==> src/rtl/pipe_hazard_ctrl.sv <==
// ---------------------------------------------------------------------------
// pipe_hazard_ctrl
//
// Central stall / flush / forwarding controller for a 5-stage RISC-V pipe.
// It decides, every cycle, whether each pipeline register advances or
// captures a bubble, and which EX operand sources are forwarded.
//
// Parameters
//   FLUSH_CYCLES : cycles IF/ID and ID/EX are flushed after a taken
//                  branch/jump (1..3)
//   MEM_TIMEOUT  : maximum data-memory wait cycles before a forced release
//                  (1..255)
//
// Ports
//   clk, rst_n                  clock, asynchronous active-low reset
//   id_rs1/id_rs2, id_use_*     sources of the ID instruction and use flags
//   ex_rd, ex_is_load           destination / load flag of the EX instruction
//   ex_rs1/ex_rs2               sources of the EX instruction (forwarding)
//   ex_br_taken                 branch/jump resolved taken in EX
//   me_rd/wb_rd, *_ru_write     destinations and write flags of ME / WB
//   me_req, me_ready            data-memory request / completion
//   pc_en..exme_en              pipeline register advance enables
//   ifid_flush..mewb_flush      bubble insert on the next capture
//   fwd_a, fwd_b                00 reg file, 01 ME ALU result, 10 WB data
//   mem_err                     single-cycle pulse on memory-wait timeout
//
// Optional build macro
//   PIPE_HAZARD_CTRL_PERF_EN    adds 32-bit saturating stall_cnt/flush_cnt
//
// Enables, flushes, forwarding selects and mem_err are combinational from
// the registered state and the current inputs, so the response lands in
// the same cycle as the hazard it answers.
// ---------------------------------------------------------------------------
module pipe_hazard_ctrl #(
    parameter int unsigned FLUSH_CYCLES = 1,
    parameter int unsigned MEM_TIMEOUT  = 15
) (
    input  logic       clk,
    input  logic       rst_n,
    input  logic [4:0] id_rs1,
    input  logic [4:0] id_rs2,
    input  logic       id_use_rs1,
    input  logic       id_use_rs2,
    input  logic [4:0] ex_rd,
    input  logic       ex_is_load,
    input  logic [4:0] ex_rs1,
    input  logic [4:0] ex_rs2,
    input  logic       ex_br_taken,
    input  logic [4:0] me_rd,
    input  logic [4:0] wb_rd,
    input  logic       me_ru_write,
    input  logic       wb_ru_write,
    input  logic       me_req,
    input  logic       me_ready,
    output logic       pc_en,
    output logic       ifid_en,
    output logic       idex_en,
    output logic       exme_en,
    output logic       ifid_flush,
    output logic       idex_flush,
    output logic       mewb_flush,
    output logic [1:0] fwd_a,
    output logic [1:0] fwd_b,
`ifdef PIPE_HAZARD_CTRL_PERF_EN
    output logic [31:0] stall_cnt,
    output logic [31:0] flush_cnt,
`endif
    output logic       mem_err
);

    typedef enum logic [1:0] {
        ST_RUN      = 2'b00,
        ST_MEM_WAIT = 2'b01,
        ST_BR_FLUSH = 2'b10
    } state_t;

    // What the pipe does this cycle; the output process decodes it.
    typedef enum logic [2:0] {
        ACT_PASS     = 3'd0,
        ACT_FREEZE   = 3'd1,
        ACT_BRANCH   = 3'd2,
        ACT_LOAD_USE = 3'd3
    } act_t;

    localparam logic [1:0] FLUSH_MAX = 2'(FLUSH_CYCLES);
    localparam logic [7:0] WAIT_MAX  = 8'(MEM_TIMEOUT);

    state_t     state_q, state_d;
    logic [1:0] br_cnt_q, br_cnt_d;      // flush cycles already issued
    logic [7:0] wait_cnt_q, wait_cnt_d;  // frozen cycles already spent
    logic       lu_block_q, lu_block_d;  // load-use stall issued last cycle

    act_t       act_s;
    logic       mem_err_s;
    logic       mem_stall_s;
    logic       load_use_s;
    logic       timeout_s;
    logic       eval_run_s;
    logic       eval_flush_s;

    // Forwarding source for one EX operand; ME wins over WB, x0 never forwarded.
    function automatic logic [1:0] fwd_sel(
        input logic [4:0] rs,
        input logic [4:0] m_rd,
        input logic       m_wr,
        input logic [4:0] w_rd,
        input logic       w_wr
    );
        logic [1:0] sel;
        if (m_wr && (m_rd != 5'd0) && (m_rd == rs)) begin
            sel = 2'b01;
        end else if (w_wr && (w_rd != 5'd0) && (w_rd == rs)) begin
            sel = 2'b10;
        end else begin
            sel = 2'b00;
        end
        return sel;
    endfunction

    // Hazard conditions shared by the next-state logic.
    always_comb begin
        mem_stall_s = me_req & ~me_ready;
        // The one-cycle block keeps a held load-use pattern from stalling twice:
        // after one stall the load has moved on and EX holds a bubble.
        load_use_s  = ex_is_load & (ex_rd != 5'd0) & ~lu_block_q &
                      ((id_use_rs1 & (id_rs1 == ex_rd)) |
                       (id_use_rs2 & (id_rs2 == ex_rd)));
        // This frozen cycle is number wait_cnt_q+1; expire when it hits the limit.
        timeout_s   = (state_q == ST_MEM_WAIT) & ~me_ready &
                      (({1'b0, wait_cnt_q} + 9'd1) >= {1'b0, WAIT_MAX});
    end

    // State and counter registers.
    always_ff @(posedge clk or negedge rst_n) begin
        if (!rst_n) begin
            state_q    <= ST_RUN;
            br_cnt_q   <= 2'd0;
            wait_cnt_q <= 8'd0;
            lu_block_q <= 1'b0;
        end else begin
            state_q    <= state_d;
            br_cnt_q   <= br_cnt_d;
            wait_cnt_q <= wait_cnt_d;
            lu_block_q <= lu_block_d;
        end
    end

    // Next-state logic: picks this cycle's action and the following state.
    always_comb begin
        state_d      = state_q;
        br_cnt_d     = br_cnt_q;
        wait_cnt_d   = wait_cnt_q;
        lu_block_d   = 1'b0;
        act_s        = ACT_PASS;
        mem_err_s    = 1'b0;
        eval_run_s   = 1'b0;
        eval_flush_s = 1'b0;

        case (state_q)
            ST_RUN: begin
                if (mem_stall_s) begin
                    act_s      = ACT_FREEZE;
                    state_d    = ST_MEM_WAIT;
                    wait_cnt_d = 8'd1;
                    lu_block_d = lu_block_q;
                end else begin
                    eval_run_s = 1'b1;
                end
            end
            ST_BR_FLUSH: begin
                // br_cnt_q is kept, so the flush sequence resumes after the wait.
                if (mem_stall_s) begin
                    act_s      = ACT_FREEZE;
                    state_d    = ST_MEM_WAIT;
                    wait_cnt_d = 8'd1;
                end else begin
                    eval_flush_s = 1'b1;
                end
            end
            ST_MEM_WAIT: begin
                if (me_ready || timeout_s) begin
                    // Release: this cycle behaves as a normal (unfrozen) cycle,
                    // without re-checking the memory that is being let go.
                    wait_cnt_d = 8'd0;
                    mem_err_s  = ~me_ready;
                    if (br_cnt_q != 2'd0) begin
                        eval_flush_s = 1'b1;
                    end else begin
                        eval_run_s = 1'b1;
                    end
                end else begin
                    act_s      = ACT_FREEZE;
                    lu_block_d = lu_block_q;
                    wait_cnt_d = (wait_cnt_q >= WAIT_MAX) ? WAIT_MAX : (wait_cnt_q + 8'd1);
                end
            end
            default: begin
                act_s      = ACT_FREEZE;
                state_d    = ST_RUN;
                br_cnt_d   = 2'd0;
                wait_cnt_d = 8'd0;
            end
        endcase

        if (eval_run_s) begin
            if (ex_br_taken) begin
                act_s = ACT_BRANCH;
                if (FLUSH_MAX > 2'd1) begin
                    state_d  = ST_BR_FLUSH;
                    br_cnt_d = 2'd1;
                end else begin
                    state_d  = ST_RUN;
                    br_cnt_d = 2'd0;
                end
            end else if (load_use_s) begin
                act_s      = ACT_LOAD_USE;
                state_d    = ST_RUN;
                lu_block_d = 1'b1;
            end else begin
                act_s   = ACT_PASS;
                state_d = ST_RUN;
            end
        end else if (eval_flush_s) begin
            // Wrong-path ID/EX contents: keep flushing, ignore load-use and branches.
            act_s = ACT_BRANCH;
            if (({1'b0, br_cnt_q} + 3'd1) >= {1'b0, FLUSH_MAX}) begin
                state_d  = ST_RUN;
                br_cnt_d = 2'd0;
            end else begin
                state_d  = ST_BR_FLUSH;
                br_cnt_d = br_cnt_q + 2'd1;
            end
        end else begin
            br_cnt_d = br_cnt_d;
        end
    end

    // Output decode; reset forces a fully flushed, frozen pipe.
    always_comb begin
        pc_en      = 1'b0;
        ifid_en    = 1'b0;
        idex_en    = 1'b0;
        exme_en    = 1'b0;
        ifid_flush = 1'b1;
        idex_flush = 1'b1;
        mewb_flush = 1'b1;
        fwd_a      = 2'b00;
        fwd_b      = 2'b00;
        mem_err    = 1'b0;
        if (!rst_n) begin
            mem_err = 1'b0;
        end else begin
            fwd_a   = fwd_sel(ex_rs1, me_rd, me_ru_write, wb_rd, wb_ru_write);
            fwd_b   = fwd_sel(ex_rs2, me_rd, me_ru_write, wb_rd, wb_ru_write);
            mem_err = mem_err_s;
            case (act_s)
                ACT_PASS: begin
                    {pc_en, ifid_en, idex_en, exme_en} = 4'b1111;
                    {ifid_flush, idex_flush, mewb_flush} = 3'b000;
                end
                ACT_FREEZE: begin
                    // ME/WB gets a bubble so WB does not retire twice.
                    {pc_en, ifid_en, idex_en, exme_en} = 4'b0000;
                    {ifid_flush, idex_flush, mewb_flush} = 3'b001;
                end
                ACT_BRANCH: begin
                    {pc_en, ifid_en, idex_en, exme_en} = 4'b1111;
                    {ifid_flush, idex_flush, mewb_flush} = 3'b110;
                end
                ACT_LOAD_USE: begin
                    // Hold PC and IF/ID, bubble into ID/EX, let the load advance.
                    {pc_en, ifid_en, idex_en, exme_en} = 4'b0011;
                    {ifid_flush, idex_flush, mewb_flush} = 3'b010;
                end
                default: begin
                    {pc_en, ifid_en, idex_en, exme_en} = 4'b0000;
                    {ifid_flush, idex_flush, mewb_flush} = 3'b001;
                end
            endcase
        end
    end

`ifdef PIPE_HAZARD_CTRL_PERF_EN
    logic [31:0] perf_stall_q, perf_stall_d;
    logic [31:0] perf_flush_q, perf_flush_d;

    // Saturating performance counter increments.
    always_comb begin
        perf_stall_d = perf_stall_q;
        perf_flush_d = perf_flush_q;
        if (!pc_en && (perf_stall_q != 32'hFFFF_FFFF)) begin
            perf_stall_d = perf_stall_q + 32'd1;
        end else begin
            perf_stall_d = perf_stall_q;
        end
        if (ifid_flush && rst_n && (perf_flush_q != 32'hFFFF_FFFF)) begin
            perf_flush_d = perf_flush_q + 32'd1;
        end else begin
            perf_flush_d = perf_flush_q;
        end
    end

    // Performance counter registers.
    always_ff @(posedge clk or negedge rst_n) begin
        if (!rst_n) begin
            perf_stall_q <= 32'd0;
            perf_flush_q <= 32'd0;
        end else begin
            perf_stall_q <= perf_stall_d;
            perf_flush_q <= perf_flush_d;
        end
    end

    assign stall_cnt = perf_stall_q;
    assign flush_cnt = perf_flush_q;
`endif

endmodule
==> config.mk <==
export PLATFORM = sky130hd
export DESIGN_NAME = pipe_hazard_ctrl
export DESIGN_NICKNAME = d
export VERILOG_FILES = /design/src/rtl/pipe_hazard_ctrl.sv
export SDC_FILE = /design/constraint.sdc
export NUM_CORES = 1
export LEC_CHECK = 0
export ABC_AREA = 1
export CAP_MARGIN = 20
export CORE_MARGIN = 2
export CORE_UTILIZATION = 49
export DETAILED_ROUTE_END_ITERATION = 8
export PLACE_DENSITY = 0.87
export SLEW_MARGIN = 20
export SYNTH_ARGS = -nofsm -noshare
export SYNTH_HDL_FRONTEND = slang
export SYNTH_SLANG_ARGS = --single-unit
==> constraint.sdc <==
create_clock -name clk -period 5.35 [get_ports clk]
set_clock_uncertainty 0.2 [all_clocks]
set_input_delay 1.07 -clock clk [delete_from_list [all_inputs] [get_ports clk]]
set_output_delay 1.07 -clock clk [all_outputs]
set_load 0.01 [all_outputs]
==> reports/qor.yml, run 1 <==
hold_depth: 2
antenna_found_initial: 0
synth_cell_types: 33
tns_ps: 0
die-area_mm2: 0.00371
place_hpwl_um: 3440
regToRegEndpoint: "br_cnt_q[1]"
vias_per_cell: 5.10
die_x_um: 60.9
finalInstanceArea_mm2: 0.00221
synthToLayoutAreaGrowth_pct: 39.3
setup_violations: 0
end_kind: "output pin"
rsz0062_at_grt: "false"
irDropWorstVdd_mv: 0.131
drc: 0
drt-initial-drc-count: 102
rrSetupSlack_ps: 3020
drive_gt1_share_pct: 9.15
critPathMaxStageDelay_ps: 600
drv_cap: 0
required_ps: 4080
track_usage_pct: 23.6
diodes: 0
ys_ff_latch: 13
die-height_um: 60.9
regArea_um2: 325
grt_max_degree: 18
ctsResizeCount: 0
clock_sinks: 13
clk_latency_ps: 290
cp_slowest_cell: "clkdlybuf4s50_1"
layout_min_cycle_time_ps: 4460
cts_root_buf: "clkbuf_4"
grt_pass1_wl_um: 6590
synth_area_mm2: 0.00159
path_clk_slew_ps: 80
status: "completed"
drt_wl_total_um: 4120
htree_levels: 1
r2r-start: "wait_cnt_q[0]"
avgSynthCellArea_um2: 6.69
slew_violations: 0
multi_input_area_mm2: 0.00109
timing.final.crit_share_pct: 83.4
cp_cell_sequence: "clkdlybuf4s50_1 -> or2_2 -> o41ai_1 -> nor4_1 -> nor4_1 -> clkdlybuf4s50_1"
overflow: 0
startpoint_type: "input pin"
layoutNonFillerInstCount: 339
cts_tree: "built"
start_util_pct: 51.5
power.density_mw_per_mm2: 128
worstSetupPathType: "in2out"
hold_buffers: 0
firstDrtPassIters: 4
ff2ff_path_depth: 16
fin_nets: 350
hp-class: "reg2reg"
synth_cells: 237
core_area_mm2: 0.00308
yosys_warnings: 0
portBuffers: 56
worst_slack_ps: 886
first_global_vias: 1537
syn_nets: 291
cts_max_path_buffers: 2
placed_area_mm2: 0.00218
fmax_mhz: 224
post-route-util_pct: 71.7
cts_buffers: 3
p_leak_nw: 1.04
drtAntennaViolNets: 0
detail_route.wl_per_cell_um: 12.1
hold_start: "lu_block_q"
timing.slew.headroom_pct: 68.3
ioPinCount: 57
place_ws_ps: 898
hold_viol: 0
hold_end: "lu_block_q"
gp_congestion: 0.849
crit_arrival_ps: 3190
seq_area_frac_synth_pct: 20.5
tightest_slew_ps: 472
rows: 20
fillerInstances: 262
cts_setup_buffers: 0
cp_max_fo: 3
dp_cells: 335
num_vias: 1729
[per-layer routing]
metal	global-route usage, %	up-vias	wire length, um	part of all wire (%)
li1	-	889	-	-
met1	29.9	769	1830	45
met4	8.07	0	59	1.4
met5	0	-	0	0
met2	40.2	62	1950	47
met3	4.05	9	280	6.8
[critical path: cells and delay by family]
kind            cells  cell delay (ps)
buf+inv             2             1060
compound gates      1              370
simple gates        3              690
[flip-flops by register name, summed over array words and instances (netlist names)]
name and flops:
lu_block_q 1, br_cnt_q 2, wait_cnt_q 8, state_q 2
[report_power, final]
| part | leakage, nW | internal (W) | switching (W) |
|---|---|---|---|
| logic | 0.849 | 0.0000601 | 0.0000537 |
| clock network | 0.0150 | 0.0000290 | 0.0000363 |
| registers | 0.179 | 0.000100 | 0.00000383 |
[cell families (layout without fill, tap and decap cells)]
family,count (synthesis),after routing,synth area share [%]
flip-flops,13,13,20.5
buffers and inverters,40,98,10.4
AO/OA/AOI/OAI,31,31,12.9
AND/OR/NAND/NOR,124,124,38.0
adder cells (fa/ha/maj),9,9,7.10
XOR/XNOR,20,20,11.0
[cell usage after synthesis, drive strengths merged]
library cell | number | share of area [%]
o22ai | 3 | 1.2
a21oi | 10 | 4.1
nor3 | 3 | 0.95
inv | 37 | 8.8
nand4 | 6 | 2.4
o21bai | 2 | 0.95
nor4 | 4 | 1.6
o21ai | 10 | 3.4
nand3b | 2 | 0.95
buf | 3 | 1.7
o32ai | 1 | 0.55
o41ai | 1 | 0.55
xor2 | 14 | 7.7
or2 | 3 | 1.2
xnor2 | 6 | 3.3
nand3 | 16 | 6.0
o211ai | 2 | 0.95
dfrtp | 13 | 21
a221oi | 1 | 0.55
nor2 | 37 | 9.7
nand2 | 53 | 15
ha | 9 | 7.1
a2111o | 1 | 0.71
[through the flow]
step | hold WS [ps] | total power (W)
2_1_floorplan | 283 | 0.000159
3_3_place_gp | 311 | 0.000217
3_5_place_dp | 317 | 0.000219
4_1_cts | 338 | 0.000285
5_1_grt | 363 | 0.000301
6_report | 327 | 0.000283
[area by class of cell]
type,count,share of cell area [%]
Timing Repair Buffer,57,25.7
Tap cell,44,2.49
Multi-Input combinational cell,184,49.6
Clock buffer,4,1.19
Inverter,37,6.29
Sequential cell,13,14.7
[worst max path at each step]
stage / from / to / cells past startpoint
detailed placement: me_rd[2] / fwd_b[1] / 6
floorplan: me_rd[2] / fwd_b[1] / 4
global route: me_rd[2] / fwd_b[1] / 6
CTS: me_rd[2] / fwd_b[1] / 6
global placement: me_rd[2] / fwd_b[1] / 6
finish: me_rd[2] / fwd_b[1] / 6
[cells in the final DEF, fill, tap and decap left out, drive strengths merged, types with 9 or more instances in the layout]
cell type / n
dfrtp: 13
inv: 37
nand3: 16
xor2: 14
clkdlybuf4s50: 56
a21oi: 10
nand2: 53
ha: 9
o21ai: 10
nor2: 37
Power figures use the tool's default switching activity.
==> run 2, diff against run 1 <==
--- a/config.mk
+++ b/config.mk
@@ -8,9 +8,9 @@
 export ABC_AREA = 1
 export CAP_MARGIN = 20
 export CORE_MARGIN = 2
-export CORE_UTILIZATION = 49
+export CORE_UTILIZATION = 41
 export DETAILED_ROUTE_END_ITERATION = 8
-export PLACE_DENSITY = 0.87
+export PLACE_DENSITY = 0.77
 export SLEW_MARGIN = 20
 export SYNTH_ARGS = -nofsm -noshare
 export SYNTH_HDL_FRONTEND = slang
==> constraint.sdc (replaced) <==
create_clock -name clk -period 3.8 [get_ports clk]
set_clock_uncertainty 0.2 [all_clocks]
set_input_delay 0.76 -clock clk [delete_from_list [all_inputs] [get_ports clk]]
set_output_delay 0.76 -clock clk [all_outputs]
set_load 0.01 [all_outputs]
==> run 2 against run 1 <==
  * Wire length increased by 4.3%
  * Largest power group unchanged
  * Register-to-register slack worse by 1400 ps
  * Via count is 0.40% lower
  * Clock power increased by 96%
  * Non-clock buffer count up 6
  * Cell count increased by 2.9%
==> reports/qor.yml, run 2 (synthesized netlist as in run 1, its figures left out) <==
status: "completed"
portBuffers: 56  # unchanged
r2r-start: "wait_cnt_q[0]"
fillerInstances: 319  # +22%
total_power_w: 0.000449  # +58%
drt_wl_total_um: 4290  # +4.3%
drtAntennaViolNets: 0  # unchanged
die-area_mm2: 0.00438  # +18%
fmax_mhz: 270
cp_max_fo: 3  # unchanged
overflow: 0  # unchanged
critPathMaxStageDelay_ps: 580  # -20 ps
first_global_vias: 1659  # +7.9%
timing.slew.headroom_pct: 73.7  # +5.5 points
final_cell_mix: "clkdlybuf4s50_1 (53), nand2_1 (44), inv_1 (35), nor2_1 (33), xor2_1 (14)"
grt_max_degree: 18  # unchanged
hp-class: "reg2reg"
clkPwrFrac_pct: 28.6  # +5.5 points
irDropWorstVdd_mv: 0.214  # +64%
hold_viol: 0  # unchanged
cts_buffers: 3  # unchanged
fin_nets: 356  # +1.7%
core_area_mm2: 0.00369  # +20%
cts_tree: "built"
grt_pass1_wl_um: 6930  # +5.2%
regMostFlops: "wait_cnt_q"
vias_per_cell: 4.93  # -3.3%
worstSetupPathType: "in2out"
layout_min_cycle_time_ps: 3710
crit_top_cell: "clkdlybuf4s50_1"
firstDrtPassIters: 4  # unchanged
largest_register_ffs: 8  # unchanged
hold_end: "lu_block_q"
timing.final.crit_share_pct: 97.6
switching_power_w: 0.000142  # +52%
slew_violations: 0  # unchanged
die_x_um: 66.2  # +8.7%
path_clk_slew_ps: 50  # -30 ps
layoutNonFillerInstCount: 349  # +2.9%
hold_ws_ps: 322  # -5.12 ps
drv_cap: 0  # unchanged
hold_depth: 2  # unchanged
power.density_mw_per_mm2: 192  # +50%
num_vias: 1722  # -0.40%
final_common_cell: "clkdlybuf4s50_1"
antenna_found_initial: 0  # unchanged
tns_ps: 0  # unchanged
track_usage_pct: 20.2  # -3.4 points
power_frac_comb_pct: 38.4  # -1.8 points
clock_sinks: 13  # unchanged
reg_top3: "wait_cnt_q x8, br_cnt_q x2, state_q x2"
drt-initial-drc-count: 93  # -8.8%
htree_levels: 1  # unchanged
pwr-share-seq_pct: 32.9  # -3.9 points
rsz0062_at_grt: "true"
drive_gt1_share_pct: 14.0  # +4.8 points
dp_cells: 341  # +1.8%
start_util_pct: 43.0  # -8.5 points
p_leak_nw: 1.12  # +7.0%
diodes: 0  # unchanged
setup_violations: 0  # unchanged
detail_route.wl_per_cell_um: 12.3  # +1.3%
gp_congestion: 0.872  # +2.7%
hold_buffers: 0  # unchanged
hold_start: "lu_block_q"
place_hpwl_um: 3340  # -2.9%
required_ps: 2840  # -1240 ps
worst_slack_ps: 90.8  # -795 ps
crit_arrival_ps: 2750  # -440 ps
clk_latency_ps: 250  # -40 ps
p_int_w: 0.000306  # +62%
synthToLayoutAreaGrowth_pct: 47.6
place_ws_ps: 7.71  # -891 ps
ff2ff_path_depth: 17  # +1
regToRegEndpoint: "br_cnt_q[1]"
end_kind: "output pin"
ioPinCount: 57  # unchanged
die-height_um: 66.2  # +8.7%
cts_root_buf: "clkbuf_8"
swShare_pct: 31.7  # -1.4 points
cp_cell_sequence: "clkdlybuf4s50_1 -> or2_2 -> o41ai_4 -> nor4_4 -> nor4_1 -> clkdlybuf4s50_1"
cts_max_path_buffers: 2  # unchanged
drc: 0  # unchanged
rrSetupSlack_ps: 1600  # -1420 ps
cp_slowest_cell: "clkdlybuf4s50_1"
rows: 22  # +10%
tightest_slew_ps: 393  # -79.0 ps
startpoint_type: "input pin"
-- run 2: changes by cell type in the layout (fill, tap and decap cells not counted), sizes merged --
cell	previous run	this run
buf	1	7
dlymetal6s2s	0	3
clkdlybuf4s50	56	53
-- run 2: worst max path at each step --
| stage | startpoint | to | slack, ps | depth (start not counted) |
|---|---|---|---|---|
| 2_1_floorplan | wait_cnt_q[0] | pc_en | 800 | 16 |
| 3_3_place_gp | me_rd[3] | fwd_a[0] | 30 | 7 |
| 3_5_place_dp | me_rd[3] | fwd_a[0] | 8 | 7 |
| 4_1_cts | me_rd[3] | fwd_a[0] | -10 | 7 |
| 5_1_grt | wait_cnt_q[0] | idex_en | -10 | 17 |
| 6_report | me_rd[2] | fwd_b[1] | 90 | 6 |
-- run 2: area by class of cell --
cell class	instances	area [um^2]	area share (%)
multi-input combinational	184	1150	49.0
timing repair buffer	63	621	26.5
sequential	13	328	14.0
inverter	37	139	5.94
tap	48	60.1	2.57
clock buffer	4	45.0	1.93
-- run 2: per-stage QoR --
| stage | util, % | area (um^2) |
|---|---|---|
| floorplan | - | 1590 |
| global placement | 59.7 | 2200 |
| detailed placement | 59.7 | 2200 |
| CTS | 61.0 | 2250 |
| global route | 63.4 | 2340 |
| finish | 63.4 | 2340 |
-- run 2: what timing repair did --
item / in CTS / in global routing
endpoints found under the hold margin: 0 / 0
resized for setup: 1 / 13
endpoints found under the setup margin: 3 / 10
setup buffers: 0 / 4
pin swaps: 0 / 1
-- run 2: power by group through the flow --
stage	logic (W)	clock network (W)	registers, W
6_report	0.000172	0.000128	0.000148
5_1_grt	0.000189	0.000136	0.000148
4_1_cts	0.000161	0.000130	0.000147
3_3_place_gp	0.000159	0	0.000149
2_1_floorplan	0.0000763	0	0.000148
3_5_place_dp	0.000160	0	0.000149
-- run 2: critical path, delay by kind of cell --
family | cells | cell delay, ps
buffers and inverters | 2 | 1050
AO/OA/AOI/OAI | 1 | 340
AND/OR/NAND/NOR | 3 | 600
-- run 2: routing by layer --
layer  GRT usage (%)  part of all wire, %
met1            25.1                   44
met2            35.8                   49
met3            2.39                  6.1
met4            6.89                  1.2
met5               0                    0
